[src/rtl/ro_freq_meter.sv]
// ro_freq_meter
//   Measures the frequency of one free-running ring-oscillator output as the
//   number of rising edges seen in a fixed gate window of WINDOW_CYCLES
//   clk_50MHz cycles. Results feed the clock-selection/power-mode controller.
//
//   Optional build macro FREQ_AVG_EN: when defined, freq_count publishes the
//   rounded mean of the current and previous window counts. The first window
//   after reset or after leaving IDLE publishes the current count alone.
//
// Ports
//   clk_50MHz   in   system clock, rising edge
//   rst         in   asynchronous active-low reset
//   enable      in   measurement run request (level)
//   ro_in       in   raw oscillator output, asynchronous to clk_50MHz
//   fro_min     in   minimum acceptable count, sampled at each window end
//   freq_count  out  count from the last completed window
//   freq_valid  out  one-cycle strobe, freq_count updated this cycle
//   below_min   out  current window count < fro_min (1 until first result)
//   saturated   out  last window's edge count exceeded 2^CNT_W-1
//   busy        out  high in ARM and RUN
module ro_freq_meter #(
  parameter int WINDOW_CYCLES = 100,
  parameter int CNT_W         = 8,
  parameter int SYNC_STAGES   = 2
) (
  input  logic             clk_50MHz,
  input  logic             rst,
  input  logic             enable,
  input  logic             ro_in,
  input  logic [CNT_W-1:0] fro_min,
  output logic [CNT_W-1:0] freq_count,
  output logic             freq_valid,
  output logic             below_min,
  output logic             saturated,
  output logic             busy
);

  localparam int WIN_W = (WINDOW_CYCLES > 1) ? $clog2(WINDOW_CYCLES) : 1;
  localparam int ARM_W = $clog2(SYNC_STAGES + 1);
  localparam logic [WIN_W-1:0] WIN_LAST = WIN_W'(WINDOW_CYCLES - 1);
  localparam logic [ARM_W-1:0] ARM_LAST = ARM_W'(SYNC_STAGES);
  localparam logic [CNT_W:0]   EDGE_MAX = '1;

  typedef enum logic [1:0] {IDLE, ARM, RUN} state_t;

  // Clamp the wide edge count into the published width.
  function automatic logic [CNT_W-1:0] clamp_cnt(input logic [CNT_W:0] val);
    return val[CNT_W] ? {CNT_W{1'b1}} : val[CNT_W-1:0];
  endfunction

  // Saturating increment of the edge counter.
  function automatic logic [CNT_W:0] sat_inc(input logic [CNT_W:0] val, input logic inc);
    return (inc && (val != EDGE_MAX)) ? val + {{CNT_W{1'b0}}, 1'b1} : val;
  endfunction

`ifdef FREQ_AVG_EN
  // Rounded mean, computed one bit wider so the +1 cannot overflow.
  function automatic logic [CNT_W-1:0] round_mean(input logic [CNT_W-1:0] a,
                                                  input logic [CNT_W-1:0] b);
    logic [CNT_W:0] sum;
    sum = {1'b0, a} + {1'b0, b} + {{CNT_W{1'b0}}, 1'b1};
    return sum[CNT_W:1];
  endfunction
`endif

  state_t                 state_q, state_d;
  logic [SYNC_STAGES-1:0] sync_p0;
  logic                   hist_p1;
  logic                   edge_det;
  logic [ARM_W-1:0]       arm_cnt;
  logic [WIN_W-1:0]       win_cnt;
  logic [CNT_W:0]         edge_cnt;
  logic [CNT_W:0]         edge_sum;
  logic [CNT_W-1:0]       cur_cnt;
  logic [CNT_W-1:0]       pub_cnt;
  logic                   win_end;
  logic                   cnt_keep;

  // Synchronizer stages, then one history flop for rising-edge detection
  always_ff @(posedge clk_50MHz or negedge rst) begin
    if (!rst) begin
      sync_p0 <= '0;
      hist_p1 <= 1'b0;
    end else begin
      sync_p0 <= {sync_p0[SYNC_STAGES-2:0], ro_in};
      hist_p1 <= sync_p0[SYNC_STAGES-1];
    end
  end

  assign edge_det = sync_p0[SYNC_STAGES-1] & ~hist_p1;

  always_ff @(posedge clk_50MHz or negedge rst) begin
    if (!rst) state_q <= IDLE;
    else      state_q <= state_d;
  end

  always_comb begin
    state_d = state_q;
    win_end = 1'b0;
    case (state_q)
      IDLE: if (enable) state_d = ARM;
      ARM: begin
        if (!enable)                  state_d = IDLE;
        else if (arm_cnt == ARM_LAST) state_d = RUN;
      end
      RUN: begin
        // A window that ends while enable is low is still published.
        win_end = (win_cnt == WIN_LAST);
        if (!enable) state_d = IDLE;
      end
      default: state_d = IDLE;
    endcase
  end

  // An edge landing on the window's last cycle belongs to that window.
  assign edge_sum = sat_inc(edge_cnt, edge_det);
  assign cur_cnt  = clamp_cnt(edge_sum);
  // Counters run only while staying in RUN inside a window; otherwise they
  // restart at 0, which also discards a partial window on abort.
  assign cnt_keep = (state_q == RUN) && (state_d == RUN) && !win_end;
  assign busy     = (state_q != IDLE);

  // Window counters
  always_ff @(posedge clk_50MHz or negedge rst) begin
    if (!rst) begin
      arm_cnt  <= '0;
      win_cnt  <= '0;
      edge_cnt <= '0;
    end else begin
      arm_cnt  <= ((state_q == ARM) && (state_d == ARM)) ? arm_cnt + ARM_W'(1) : '0;
      win_cnt  <= cnt_keep ? win_cnt + WIN_W'(1) : '0;
      edge_cnt <= cnt_keep ? edge_sum : '0;
    end
  end

`ifdef FREQ_AVG_EN
  logic [CNT_W-1:0] prev_cnt;
  logic             have_prev;

  always_ff @(posedge clk_50MHz or negedge rst) begin
    if (!rst) begin
      prev_cnt  <= '0;
      have_prev <= 1'b0;
    end else if (state_q == IDLE) begin
      have_prev <= 1'b0;
    end else if (win_end) begin
      prev_cnt  <= cur_cnt;
      have_prev <= 1'b1;
    end
  end

  assign pub_cnt = have_prev ? round_mean(prev_cnt, cur_cnt) : cur_cnt;
`else
  assign pub_cnt = cur_cnt;
`endif

  // Published results, held between strobes
  always_ff @(posedge clk_50MHz or negedge rst) begin
    if (!rst) begin
      freq_count <= '0;
      freq_valid <= 1'b0;
      below_min  <= 1'b1;
      saturated  <= 1'b0;
    end else begin
      freq_valid <= win_end;
      if (win_end) begin
        freq_count <= pub_cnt;
        saturated  <= edge_sum[CNT_W];
        below_min  <= (cur_cnt < fro_min);
      end
    end
  end

endmodule
[config.mk]
export PLATFORM = sky130hd
export DESIGN_NAME = ro_freq_meter
export DESIGN_NICKNAME = d
export VERILOG_FILES = /design/src/rtl/ro_freq_meter.sv
export SDC_FILE = /design/constraint.sdc
export NUM_CORES = 1
export LEC_CHECK = 0
export BUFFER_PORTS_ARGS = -buffer_cell sky130_fd_sc_hd__clkbuf_2
export CAP_MARGIN = 25
export CELL_PAD_IN_SITES_DETAIL_PLACEMENT = 0
export CELL_PAD_IN_SITES_GLOBAL_PLACEMENT = 1
export CORE_MARGIN = 4
export CORE_UTILIZATION = 40
export CTS_CLUSTER_DIAMETER = 80
export DETAILED_ROUTE_END_ITERATION = 16
export GPL_TIMING_DRIVEN = 0
export PLACE_DENSITY_LB_ADDON = 0.15
export SYNTH_ARGS = -nofsm -noshare
export SYNTH_HDL_FRONTEND = slang
export SYNTH_SLANG_ARGS = --single-unit
[constraint.sdc]
create_clock -name clk_50MHz -period 6.9 [get_ports clk_50MHz]
set_input_delay 0.69 -clock clk_50MHz [delete_from_list [all_inputs] [get_ports clk_50MHz]]
set_output_delay 0.69 -clock clk_50MHz [all_outputs]
set_load 0.005 [all_outputs]
==> summary.txt <==
Critical path
  • Critical Path AT: 3.37 ns
  • Top cell family by delay on the critical path: simple AND/OR/NAND/NOR gates
  • Startpoint types: flop
  • CP max-delay cell: dfrtp_1
  • Most frequent CP cell: o21a_1
  • Crit path buf inv count: 1
  • FF-to-FF path depth: 12
  • Crit-path max cell delay: 0.41 ns
  • Worst EP required: 7.11 ns
  • Max Fanout on Critical Path: 10
  • Critical path cell sequence: and4_1, and4_1, ha_1, nor3b_4, mux2i_1, clkbuf_1, nand2_1, ha_1, o21a_1, o21a_1, o21a_1, a21oi_1
  • Nature of the critical path endpoint: flop
  • Critical R2R Capture: below_min
  • Internal reg-to-reg setup slack: approximately 3.7 ns
  • Crit Reg-Reg Startpoint: edge_cnt[4]
  • Setup CP Type: flop to flop

Timing
  • Slew Limit Fails: 0
  • RSZ-0062 raised after global routing: false
  • Setup Viol. Count Final: 0
  • Worst-Margin Slew: approximately 0.85 ns
  • Final period util: between 40% and 50%
  • Hold WS: about 0.35 ns
  • Clock skew: around 0.0033 ns
  • Slew headroom: 43.5%
  • Final hold violation count: 0
  • Achievable Freq: approximately 320 MHz
  • Post-layout min period: around 3.2 ns
  • Setup Total Neg Slack: 0 ns

Global routing
  • Total GRT Usage: between 10 and 15%
  • Initial antenna violation count: 0
  • Global route overflow: 0
  • First-pass GRT wire length: ~5700 µm
  • Pin count of the biggest net entering global routing: 35
  • Vias in the first global route: 1,209

Synth
  • Syn Std Cell Area: 0.00168 mm²
  • Simple-gate share of the synthesized area: between 20% and 30%
  • Synth warn: 0
  • Compound-cell area share of the yosys netlist: roughly 7.4%
  • Synth Net Count: between 150 and 200
  • Synth Instances: between 150 and 200
  • Register area share after synthesis: 50.6%
  • Post-synthesis mux area share: about 3.0%
  • Largest family of logic cells by synthesized area: simple AND/OR/NAND/NOR gates
  • Xor and xnor area share after synthesis: between 6 and 7%
  • Yosys cell types: 32
  • FF+latch count, synth: 34
  • Avg Cell Area, Syn: about 11 µm²
  • Adder-cell share of the synthesized area: roughly 8.2%

CTS
  • PostCTS Resize Cnt: 0
  • CTS Hold Bufs: 0
  • Worst-path clk slew: about 0.070 ns
  • H-tree depth: 2
  • Root buffer selected by CTS: clkbuf_8
  • Clock sink total: 34
  • Total CTS buffers: 5
  • CTS tree: done
  • Clock Tree Buf Depth: 2
  • Skew-Pair Late Insertion Delay: around 0.28 ns
  • Setup Fix Bufs, Post-CTS: 0

Place
  • RePlAce Congestion: between 0.7 and 0.8
  • Placed inst area: between 0.0015 and 0.002 mm²
  • I/O Buffers: 23
  • Placed cell count: approximately 230
  • Post-DP HPWL: approximately 2400 µm

Route
  • DR iter-0 viols: 38
  • Wire length per cell: around 13 µm
  • ANT nets after route: 0
  • 1st-pass router iterations: 4
  • Via/cell ratio: around 5
  • Residual DRC count: 0
  • Routed vias: approximately 1,200
  • DRT Wirelength: 3150 µm

Power and ir drop
  • Pwr/cell area: roughly 190 mW/mm²
  • Pleak: 0.00102 µW
  • Peak VDD IR: 108 µV

Final layout
  • Sequential Area: about 850 µm²
  • Fin area: 0.00195 mm²
  • Fin cells: ~240
  • Fin nets: around 210
  • # fillers: slightly below 400
  • Area delta synth->final: 16.0%
  • # diodes: 0
  • Layout cells sized above 1: 22.2%
  • Multi-input gate area: 766 µm²

Floorplanning
  • Chip height: roughly 73 µm
  • Site row count: 23
  • Die area: about 0.0053 mm²
  • Total core area: between 0.004 and 0.005 mm²
  • I/O pin cnt: 24
  • Die Span X: 72.9 µm
  • Initial Utilization: between 40% and 50%

Min path
  • Min-Delay Path Class: flop to flop
  • Hold_sp: sync_p0[0]
  • Hold Crit Depth: 0
  • Worst Hold End: sync_p0[1]

Run
  • Max-cap violations: 0

Outcome
  • Run status: finished clean
==> per-layer routing <==
layer / track usage (%) / routed length, µm / part of all wire, %
met1: 18.6 / 1490 / 47
met2: 21.7 / 1470 / 47
met3: 4.68 / 149 / 4.7
met4: 5.12 / 36 / 1.1
met5: 0 / 0 / 0
==> cells in the final DEF, fill, tap and decap left out, types with 2 or more instances in the layout <==
master    count
dfrtp_1      33
nor2_1       30
clkbuf_2     23
nand2_1      11
ha_1         11
inv_1        10
a21oi_1       9
xor2_1        7
clkbuf_8      6
nand3_1       5
o21a_1        5
xnor2_1       5
mux2i_1       4
a31oi_1       3
clkbuf_1      2
and2_1        2
and4_1        2
nor2b_1       2
nand4_1       2
and3_1        2
==> worst max-delay path by stage <==
stage | cells after the start | start | endpoint
finish | 12 | edge_cnt[4] | below_min
floorplan | 12 | edge_cnt[4] | below_min
global route | 12 | edge_cnt[4] | below_min
global placement | 12 | edge_cnt[4] | below_min
CTS | 12 | edge_cnt[4] | below_min
detailed placement | 12 | edge_cnt[4] | below_min
==> cells in the mapped netlist <==
library cell / count / share of area [%]
a211oi_1: 1 / 0.45
a21oi_1: 9 / 2.7
a31oi_1: 3 / 1.1
and2_1: 2 / 0.74
and3_1: 2 / 0.74
and4_1: 2 / 1.0
and4bb_2: 1 / 0.74
buf_2: 1 / 0.30
buf_4: 1 / 0.45
buf_6: 1 / 0.67
clkbuf_1: 1 / 0.22
dfrtp_1: 33 / 49
dfstp_2: 1 / 1.6
ha_1: 11 / 8.2
inv_1: 10 / 2.2
mux2_2: 1 / 0.67
mux2i_1: 4 / 2.4
nand2_1: 11 / 2.5
nand2b_1: 1 / 0.37
nand3_1: 5 / 1.5
nand4_1: 2 / 0.74
nand4b_4: 1 / 1.4
nor2_1: 30 / 6.7
nor2b_1: 2 / 0.74
nor3b_4: 1 / 1.1
nor4b_4: 1 / 1.4
o21a_1: 5 / 2.2
o311ai_2: 1 / 0.97
or2_2: 1 / 0.37
or3b_2: 1 / 0.52
xnor2_1: 5 / 2.6
xor2_1: 7 / 3.6
==> registers in the layout, indices dropped and copies added (netlist names) <==
signal	cells
saturated	1
freq_count	8
below_min	1
freq_valid	1
state_q	2
hist_p1	1
arm_cnt	2
win_cnt	7
sync_p0	2
edge_cnt	9
==> cells by family (layout without fill, tap and decap cells) <==
kind of cell	count (synthesis)	count (layout)
muxes	5	5
adders and majority gates	11	11
DFF	34	34
and+or+nand+nor	63	63
buffers and inverters	14	45
xor gates and xnor gates	12	12
AOI/OAI and AO/OA	19	19
==> power breakdown <==
group	internal, µW	switching, µW
Clock	80.4	67.5
Combinational	6.94	9.14
Sequential	201	1.34
Total	289	78.0
==> area by class of cell <==
cell class | instances | share of cell area (%)
multi-input cells | 110 | 39.2
well taps | 50 | 3.21
clock buffers | 7 | 4.42
plain buffers | 4 | 1.41
clock inverters | 1 | 0.256
flip-flops and latches | 34 | 43.7
repair buffers | 23 | 5.90
inverters | 10 | 1.92
==> stage by stage <==
stage          utilization (%)  power (µW)  worst slack (ns)
6_report                  48.4         367              3.74
5_1_grt                   48.4         388              3.50
3_3_place_gp              46.2         222              3.77
3_5_place_dp              46.2         223              3.79
4_1_cts                   48.4         374              3.74
2_1_floorplan                -         214              4.07
Note: power is estimated with default switching activity, not from simulation.
